<file path="src/rtl/adder_arb_pkg.sv">
// adder_arb_pkg: shared types and helpers for the shared add/sub arbiter.
//   OPW       operand / result width
//   state_e   result-slot state (empty / full)
//   calc_ovf  overflow / borrow flag from the adder carries
package adder_arb_pkg;

   localparam int unsigned OPW = 16;

   typedef enum logic {
      ST_EMPTY = 1'b0,
      ST_FULL  = 1'b1
   } state_e;

   // Signed: carry into MSB differs from carry out. Unsigned sub: no carry out means borrow.
   function automatic logic calc_ovf(input logic sub, input logic sign, input logic c15,
                                     input logic c16);
      if (sign) begin
         return c15 ^ c16;
      end
      return sub ? ~c16 : c16;
   endfunction

endpackage

</file>
<file path="src/rtl/cla_addsub16.sv">
// cla_addsub16: 16-bit carry-lookahead adder/subtractor.
//   a_i, b_i  operands
//   sub_i     1 = a - b, 0 = a + b
//   sum_o     result mod 2^16
//   c15_o     carry into bit 15
//   c16_o     carry out of bit 15
module cla_addsub16
   import adder_arb_pkg::*;
(
   input  logic [OPW-1:0] a_i,
   input  logic [OPW-1:0] b_i,
   input  logic           sub_i,
   output logic [OPW-1:0] sum_o,
   output logic           c15_o,
   output logic           c16_o
);

   localparam int unsigned NIB = OPW / 4;

   logic [OPW-1:0] b_x, g, p;
   logic [OPW:0]   c;
   logic [NIB-1:0] gg, gp;
   logic [NIB:0]   gc;

   assign b_x = b_i ^ {OPW{sub_i}};
   assign g   = a_i & b_x;
   assign p   = a_i ^ b_x;

   always_comb begin
      gg = '0;
      gp = '0;
      gc = '0;
      c  = '0;
      // Nibble-level generate/propagate, then lookahead across nibbles.
      for (int j = 0; j < NIB; j++) begin
         gg[j] = g[4*j+3] | (p[4*j+3] & g[4*j+2]) | (p[4*j+3] & p[4*j+2] & g[4*j+1])
               | (p[4*j+3] & p[4*j+2] & p[4*j+1] & g[4*j]);
         gp[j] = &p[4*j +: 4];
      end
      gc[0] = sub_i;
      for (int j = 0; j < NIB; j++) begin
         gc[j+1] = gg[j] | (gp[j] & gc[j]);
      end
      for (int j = 0; j < NIB; j++) begin
         c[4*j] = gc[j];
         for (int k = 0; k < 3; k++) begin
            c[4*j+k+1] = g[4*j+k] | (p[4*j+k] & c[4*j+k]);
         end
      end
      c[OPW] = gc[NIB];
   end

   assign sum_o = p ^ c[OPW-1:0];
   assign c15_o = c[OPW-1];
   assign c16_o = c[OPW];

endmodule

</file>
<file path="src/rtl/rr_arbiter.sv">
// rr_arbiter: combinational round-robin picker.
//   req_i      request vector
//   ptr_i      highest-priority index
//   en_i       when low, no grant is issued
//   gnt_o      one-hot grant
//   gnt_idx_o  index of the granted request (0 when none)
module rr_arbiter #(
   parameter int unsigned NREQ = 4,
   parameter int unsigned ID_W = $clog2(NREQ)
) (
   input  logic [NREQ-1:0] req_i,
   input  logic [ID_W-1:0] ptr_i,
   input  logic            en_i,
   output logic [NREQ-1:0] gnt_o,
   output logic [ID_W-1:0] gnt_idx_o
);

   always_comb begin
      int unsigned idx;
      logic        found;
      gnt_o     = '0;
      gnt_idx_o = '0;
      found     = 1'b0;
      idx       = 0;
      // Scan in circular order starting at ptr_i; the first hit wins.
      for (int unsigned k = 0; k < NREQ; k++) begin
         idx = (32'(ptr_i) + k) % NREQ;
         if (en_i && !found && req_i[idx]) begin
            found      = 1'b1;
            gnt_o[idx] = 1'b1;
            gnt_idx_o  = idx[ID_W-1:0];
         end
      end
   end

endmodule

</file>
<file path="src/rtl/adder_share_arbiter.sv">
// adder_share_arbiter: one CLA add/sub unit shared round-robin by NREQ requesters,
// with a single registered result slot.
//   clk_i, rst_i          clock, asynchronous active-high reset
//   req_valid_i/ready_o   per-requester handshake (ready is the one-hot grant)
//   req_a_i, req_b_i      packed operands, requester i at [16*i +: 16]
//   req_sub_i, req_sign_i per-requester op select and overflow rule
//   resp_valid_o/ready_i  result handshake
//   resp_id_o/sum_o/ovf_o result fields
// Optional: define ADDER_ARB_PERF_EN to add perf_ops_o / perf_stall_o counters.
module adder_share_arbiter
   import adder_arb_pkg::*;
#(
   parameter int unsigned NREQ = 4,
   parameter int unsigned ID_W = $clog2(NREQ)
) (
   input  logic                clk_i,
   input  logic                rst_i,
   input  logic [NREQ-1:0]     req_valid_i,
   output logic [NREQ-1:0]     req_ready_o,
   input  logic [NREQ*OPW-1:0] req_a_i,
   input  logic [NREQ*OPW-1:0] req_b_i,
   input  logic [NREQ-1:0]     req_sub_i,
   input  logic [NREQ-1:0]     req_sign_i,
   output logic                resp_valid_o,
   input  logic                resp_ready_i,
   output logic [ID_W-1:0]     resp_id_o,
   output logic [OPW-1:0]      resp_sum_o,
   output logic                resp_ovf_o
`ifdef ADDER_ARB_PERF_EN
   ,
   output logic [31:0]         perf_ops_o,
   output logic [31:0]         perf_stall_o
`endif
);

   state_e          state_q, state_d;
   logic [ID_W-1:0] rr_ptr_q, rr_ptr_d;
   logic [ID_W-1:0] id_q;
   logic [OPW-1:0]  sum_q;
   logic            ovf_q;

   logic            can_accept, grant;
   logic [NREQ-1:0] gnt;
   logic [ID_W-1:0] gnt_idx;
   logic [OPW-1:0]  a_sel, b_sel, sum;
   logic            sub_sel, sign_sel, c15, c16;

   // Slot can take a new op if empty or being drained this cycle; never grant in reset.
   assign can_accept = (state_q == ST_EMPTY) | resp_ready_i;

   rr_arbiter #(
      .NREQ(NREQ),
      .ID_W(ID_W)
   ) u_arb (
      .req_i    (req_valid_i),
      .ptr_i    (rr_ptr_q),
      .en_i     (can_accept & ~rst_i),
      .gnt_o    (gnt),
      .gnt_idx_o(gnt_idx)
   );

   assign grant    = |gnt;
   assign a_sel    = req_a_i[OPW*gnt_idx +: OPW];
   assign b_sel    = req_b_i[OPW*gnt_idx +: OPW];
   assign sub_sel  = req_sub_i[gnt_idx];
   assign sign_sel = req_sign_i[gnt_idx];

   cla_addsub16 u_cla (
      .a_i  (a_sel),
      .b_i  (b_sel),
      .sub_i(sub_sel),
      .sum_o(sum),
      .c15_o(c15),
      .c16_o(c16)
   );

   // FSM: state register
   always_ff @(posedge clk_i or posedge rst_i) begin
      if (rst_i) begin
         state_q <= ST_EMPTY;
      end else begin
         state_q <= state_d;
      end
   end

   // FSM: next state
   always_comb begin
      state_d = state_q;
      unique case (state_q)
         ST_EMPTY: if (grant) state_d = ST_FULL;
         ST_FULL:  if (resp_ready_i && !grant) state_d = ST_EMPTY;
      endcase
   end

   // FSM: outputs
   always_comb begin
      resp_valid_o = (state_q == ST_FULL);
      req_ready_o  = gnt;
   end

   always_comb begin
      rr_ptr_d = rr_ptr_q;
      if (grant) begin
         rr_ptr_d = (gnt_idx == ID_W'(NREQ - 1)) ? '0 : gnt_idx + 1'b1;
      end
   end

   always_ff @(posedge clk_i or posedge rst_i) begin
      if (rst_i) begin
         rr_ptr_q <= '0;
         id_q     <= '0;
         sum_q    <= '0;
         ovf_q    <= 1'b0;
      end else begin
         rr_ptr_q <= rr_ptr_d;
         if (grant) begin
            id_q  <= gnt_idx;
            sum_q <= sum;
            ovf_q <= calc_ovf(sub_sel, sign_sel, c15, c16);
         end
      end
   end

   assign resp_id_o  = id_q;
   assign resp_sum_o = sum_q;
   assign resp_ovf_o = ovf_q;

`ifdef ADDER_ARB_PERF_EN
   logic [31:0] perf_ops_q, perf_stall_q;

   always_ff @(posedge clk_i or posedge rst_i) begin
      if (rst_i) begin
         perf_ops_q   <= '0;
         perf_stall_q <= '0;
      end else begin
         if (resp_valid_o && resp_ready_i) perf_ops_q <= perf_ops_q + 32'd1;
         if (|req_valid_i && !grant)        perf_stall_q <= perf_stall_q + 32'd1;
      end
   end

   assign perf_ops_o   = perf_ops_q;
   assign perf_stall_o = perf_stall_q;
`endif

endmodule

</file>
<file path="config.mk">
export PLATFORM = sky130hd
export DESIGN_NAME = adder_share_arbiter
export DESIGN_NICKNAME = d
export VERILOG_FILES = /design/src/rtl/adder_arb_pkg.sv /design/src/rtl/cla_addsub16.sv /design/src/rtl/rr_arbiter.sv /design/src/rtl/adder_share_arbiter.sv
export SDC_FILE = /design/constraint.sdc
export NUM_CORES = 1
export LEC_CHECK = 0
export ABC_AREA = 1
export BUFFER_PORTS_ARGS = -buffer_cell sky130_fd_sc_hd__buf_2
export CORE_UTILIZATION = 50
export DETAILED_ROUTE_END_ITERATION = 12
export GPL_ROUTABILITY_DRIVEN = 0
export GPL_TIMING_DRIVEN = 0
export PLACE_DENSITY = 0.88
export SYNTH_ARGS = -nofsm -noshare
export SYNTH_HDL_FRONTEND = slang
export SYNTH_SLANG_ARGS = --single-unit
</file>
<file path="constraint.sdc">
create_clock -name clk_i -period 8.51 [get_ports clk_i]
set_input_delay 0.851 -clock clk_i [delete_from_list [all_inputs] [get_ports clk_i]]
set_output_delay 0.851 -clock clk_i [all_outputs]
set_load 0.01 [all_outputs]
</file>
Yosys cells after proc, flatten, opt, wreduce, memory -nomap -nowiden
Index checks and enable logic that the tools add are counted.
{"block": "totals", "output_inout_bits": 24, "inputBits": 143, "register_bits": 22}
{"block": "classes", "shift": 2, "order_cmp": 9, "n_addsub": 4, "mux": 40, "eq_ne": 1, "n_reduce_logical": 21, "bitwise": 77}
{"op": "$shiftx 64x7->16", "count": 2}
{"op": "$xor 16x16->16", "count": 3}
{"op": "$and 1x1->1", "count": 37}
{"op": "$or 1x1->1", "count": 29}
{"op": "$mux 1", "count": 20}
{"op": "$and 16x16->16", "count": 1}
{"op": "$mux 4", "count": 4}
{"op": "$reduce_and 4->1", "count": 4}
{"op": "$lt 2x3->1 const B", "count": 5}
{"op": "$bmux 1 s2", "count": 6}
{"op": "$logic_and 1x1->1", "count": 12}
{"op": "$or 4x4->4", "count": 3}
{"op": "$mux 2", "count": 5}
{"op": "$demux 1 s2", "count": 4}
{"op": "$ge 2x1->1 const B", "count": 4}
{"op": "$add 2x1->2 const B", "count": 2}
{"op": "$add 2x2->2 const B", "count": 2}
{"op": "$logic_not 1->1", "count": 4}
{"op": "$reduce_or 4->1", "count": 1}
{"op": "$not 1->1", "count": 3}
{"op": "$eq 2x2->1 const B", "count": 1}
{"op": "$pmux 1 s2", "count": 1}
{"op": "$xor 1x1->1", "count": 1}

Depth between registers and ports, before layout
{"block": "logic_depth", "word_depth": 39, "ltp_mapped": 37, "depth_no_buf": 36}

Hierarchy
From an unflattened synthesis, not the netlist that was laid out.
{"block": "hier_totals", "cells_unflattened": 507, "area_unflattened_um2": 3291.9}
{"module": "adder_share_arbiter", "seq_area_each_um2": 550.5, "area_each_um2": 1850.5, "cells_each": 299, "n_inst": 1}
{"module": "cla_addsub16", "seq_area_each_um2": 0.0, "area_each_um2": 935.9, "cells_each": 126, "n_inst": 1}
{"module": "rr_arbiter", "seq_area_each_um2": 0.0, "area_each_um2": 505.5, "cells_each": 82, "n_inst": 1}

Worst setup path before layout
Ideal clock, no wire load.
{"block": "synth_timing", "path_type": "input port to flip-flop", "startpoint": "input port resp_ready_i", "endpoint": "register ovf_q, in the netlist resp_ovf_o", "setup_slack_ns": 3.724, "required_ns": 8.392, "cell_stages": 33, "arrival_time_ns": 4.668, "setup_ns": 0.118, "path_cell_list": "nor2_1 nor2_1 nand2_1 inv_1 nand3_2 o21ai_0 nand2_1 nand2_4 inv_2 buf_4 buf_4 buf_2 nor2_1 o22ai_1 ha_1 nand3_1 nor2_1 nand3_1 nand2_1 nand2_1 nand2_1 nand2_1 nand2_1 inv_1 fa_1 fa_1 fa_1 inv_1 o21ai_1 inv_1 nand2_1 nand3_1 nand2_1"}
{"block": "synth_between", "elab_chain_cells": 38, "word_cells_on_any_way": 93, "classes_between": "shift (2); mux (20); bitwise (56); reduce/logical (15)"}
{"element": "start, declared", "line": "adder_share_arbiter.sv:25", "rtl": "input logic resp_ready_i,"}
{"element": "$or 1x1->1 *", "line": "adder_share_arbiter.sv:49", "rtl": "assign can_accept = (state_q == ST_EMPTY) | resp_ready_i;"}
{"element": "$and 1x1->1 *", "line": "adder_share_arbiter.sv:57", "rtl": ".en_i (can_accept & ~rst_i),"}
{"element": "branches (longest 36 deep; another with $logic_and 1x1->1)"}
{"element": "end signal, assigned", "line": "adder_share_arbiter.sv:119", "rtl": "ovf_q <= calc_ovf(sub_sel, sign_sel, c15, c16);"}
{"element": "end, declared", "line": "adder_share_arbiter.sv:40", "rtl": "logic ovf_q;"}
Mark *: on every way between the ends. The select of a mux whose other input is x is not followed.
A chain may end at the register's enable or synchronous reset.

Worst setup path after layout
{"block": "layout_timing", "startpoint": "register rr_ptr_q[0]", "endpoint": "register ovf_q, in the netlist resp_ovf_o"}
{"block": "layout_between", "elab_chain_cells": 38, "word_cells_on_any_way": 122, "classes_between": "add/sub (3); order compare (8); shift (2); mux (36); bitwise (54); reduce/logical (19)"}
{"element": "start, declared", "line": "adder_share_arbiter.sv:37", "rtl": "logic [ID_W-1:0] rr_ptr_q, rr_ptr_d;"}
{"element": "start signal, assigned", "line": "adder_share_arbiter.sv:115", "rtl": "rr_ptr_q <= rr_ptr_d;"}
{"element": "branches (longest 38 deep; another with $add 2x1->2)"}
Several ways; the timed one is not identified. The select of a mux whose other input is x is not followed.

==> impl_metrics.ini <==
[run_status]
status = finished clean

[cts]
clk_latency_ns = 0.26
hold_buffers = 0
numCtsBuffers = 3
clk_path_buf_depth = 2
clk_pin_slew_ns = 0.07
clock-sinks = 22
clockRootBuffer = clkbuf_8
cts_setup_buffers = 0
cts_resized = 0
tritoncts = done
cts_max_level = 1

[yosys]
synth_seq_cells = 22
syn_area_um2 = 3160
yosysTopAreaCell = dfrtp_1
synth_common_cells = nand2_1, inv_1, o21ai_0, a21oi_1, nor2_1
synth_enable_flop_cells = 0
synth_top_area_share_pct = 17.4
yosysSeqAreaShare_pct = 17.4
netlist_top_cells_area = dfrtp_1, nand2_1, ha_1
synth_warnings = 0
async_reset_ff_share_pct = 100
synth_top_flop_cell = dfrtp_1
synth_cells = 467
synth_cell_types = 35
syn_nets = 642
avgSynthCellArea_um2 = 6.76
yosysMostFrequentCell = nand2_1

[finish]
area_growth_pct = 30.6
antenna_cells = 0
final_nets = 813
layout-drive-gt1-share_pct = 34.1

[routing]
drt-total-wl_um = 10100
final_antenna_net_count = 0
dr_wl_met3_um = 742
drc = 0
via_count = 3911
top_layer_used = met4
routedLengthMet1_um = 4010
first_pass_iters = 5
initialDrtViolationCount = 179
viasPerCell = 5.50
wl_per_cell_um = 14.2
wl_met2_um = 5130

[global_routing]
grt_usage_pct = 31.6
grt_pass1_wl_um = 16200
grt_max_degree = 23
antenna_found_initial = 0
grt_pass1_vias = 3688
grt-ovfl-total = 0

[setup_path]
crit_required_ns = 8.67
rr_endpoint = resp_ovf_o
worst_r2r_path_depth = 32
endpoint = resp_ovf_o
cp-end-kind = register
reg2reg_slack_ns = 2.75
cpMostUsedCell = nand2_1
crit_fanout = 10
cp-startpoint = rr_ptr_q[0]
slowest_delay_ns = 0.47
startpoint_type = register
cp_slowest_cell = dfrtp_1
reg2reg_from = rr_ptr_q[0]
arrival_ns = 5.92
crit_type = reg -> reg

[timing]
worst_slew_pin_slew_ns = 0.795
hold_viol = 0
timing.slew.headroom_pct = 46.9
timing.fmax_mhz = 174
tns_ns = 0
period_needed_ns = 5.76
setup_viol = 0
final.setup_skew_ns = 0.00445
timing.final.crit_share_pct = 67.7
slew_violations = 0
rsz0062_at_grt = no

[floorplan]
die_area_um2 = 6630
fp.dieW_um = 81.5
core_area_um2 = 5990
row_count = 28
start_util_pct = 52.7
die_h_um = 81.5
io_pins = 167

[min_path]
holdCritPathClass = reg -> reg

[flow_run]
drv_cap = 0

[place]
dpl.hpwl_um = 8620
io_buffers = 166
[state kept, by name, summed over array words and instances, names as in the netlist]
| name | cells |
|---|---|
| resp_id_o | 2 |
| resp_ovf_o | 1 |
| resp_sum_o | 16 |
| resp_valid_o | 1 |
| rr_ptr_q | 2 |
[cells in the final DEF, fill, tap and decap left out, types with 3 or more instances in the layout]
cell	synthesis	layout
nand2_1	138	138
nand3_1	19	19
a21oi_1	30	30
buf_4	9	9
o21ai_1	6	6
fa_1	11	11
a32oi_1	16	16
o21ai_0	31	31
ha_1	21	21
nor2_1	30	30
nand3_2	6	6
dfrtp_1	22	22
inv_2	3	3
buf_2	14	180
xor2_1	18	18
clkbuf_8	0	3
inv_1	45	45
nand2_2	6	6
a32o_1	8	8
o22ai_1	11	11
[critical path: cells and delay by family (launching register included)]
| kind | cells | cell delay, ns |
|---|---|---|
| compound gates | 4 | 0.78 |
| fa+ha+maj | 5 | 1.82 |
| buf+inv | 8 | 1.23 |
| flops | 1 | 0.47 |
| simple gates | 15 | 1.35 |
[layout make-up]
type,count,area [um2]
buffer,25,153
clock buffer,3,41.3
fill,528,1870
inverter,49,186
multi-input combinational,371,2270
sequential,22,551
tap,75,93.8
timing repair buffer,166,831
[how the worst min path moves through the flow]
stage / slack, ns / from / depth (start not counted) / endpoint
after floorplan: 0.51 / resp_sum_o[10] / 2 / resp_sum_o[10]
after global placement: 0.45 / resp_sum_o[5] / 2 / resp_sum_o[5]
after detailed placement: 0.46 / resp_sum_o[1] / 2 / resp_sum_o[1]
after CTS: 0.48 / resp_sum_o[1] / 2 / resp_sum_o[1]
after global routing: 0.51 / resp_sum_o[1] / 2 / resp_sum_o[1]
final: 0.48 / resp_sum_o[5] / 2 / resp_sum_o[5]
[per-layer routing]
layer	up-vias	GRT usage (%)
li1	1901	-
met1	1762	38.1
met2	219	58.5
met3	29	2.44
met4	0	10.7
met5	-	0
[cells by family after synthesis]
kind of cell	count (synthesis)	share of synthesized area, %
and+or+nand+nor	203	27.0
AOI/OAI and AO/OA	114	22.9
buffers and inverters	74	10.7
adders and majority gates	32	15.3
DFF	22	17.4
xor gates and xnor gates	21	6.30
muxes	1	0.317
[through the flow]
stage | utilization (%) | area, um2 | hold slack, ns | setup WS [ns] | instances
after floorplan | - | 3160 | 0.509 | 3.72 | 467
after global placement | 68.1 | 4080 | 0.449 | 3.05 | 708
after detailed placement | 68.1 | 4080 | 0.458 | 2.86 | 708
after CTS | 68.8 | 4120 | 0.475 | 2.83 | 711
after global routing | 68.8 | 4120 | 0.506 | 2.25 | 711
final | 68.8 | 4120 | 0.477 | 2.75 | 711
Power is not shown: default switching activity piles up to over one toggle a cycle in this logic, so the estimate is an artifact.
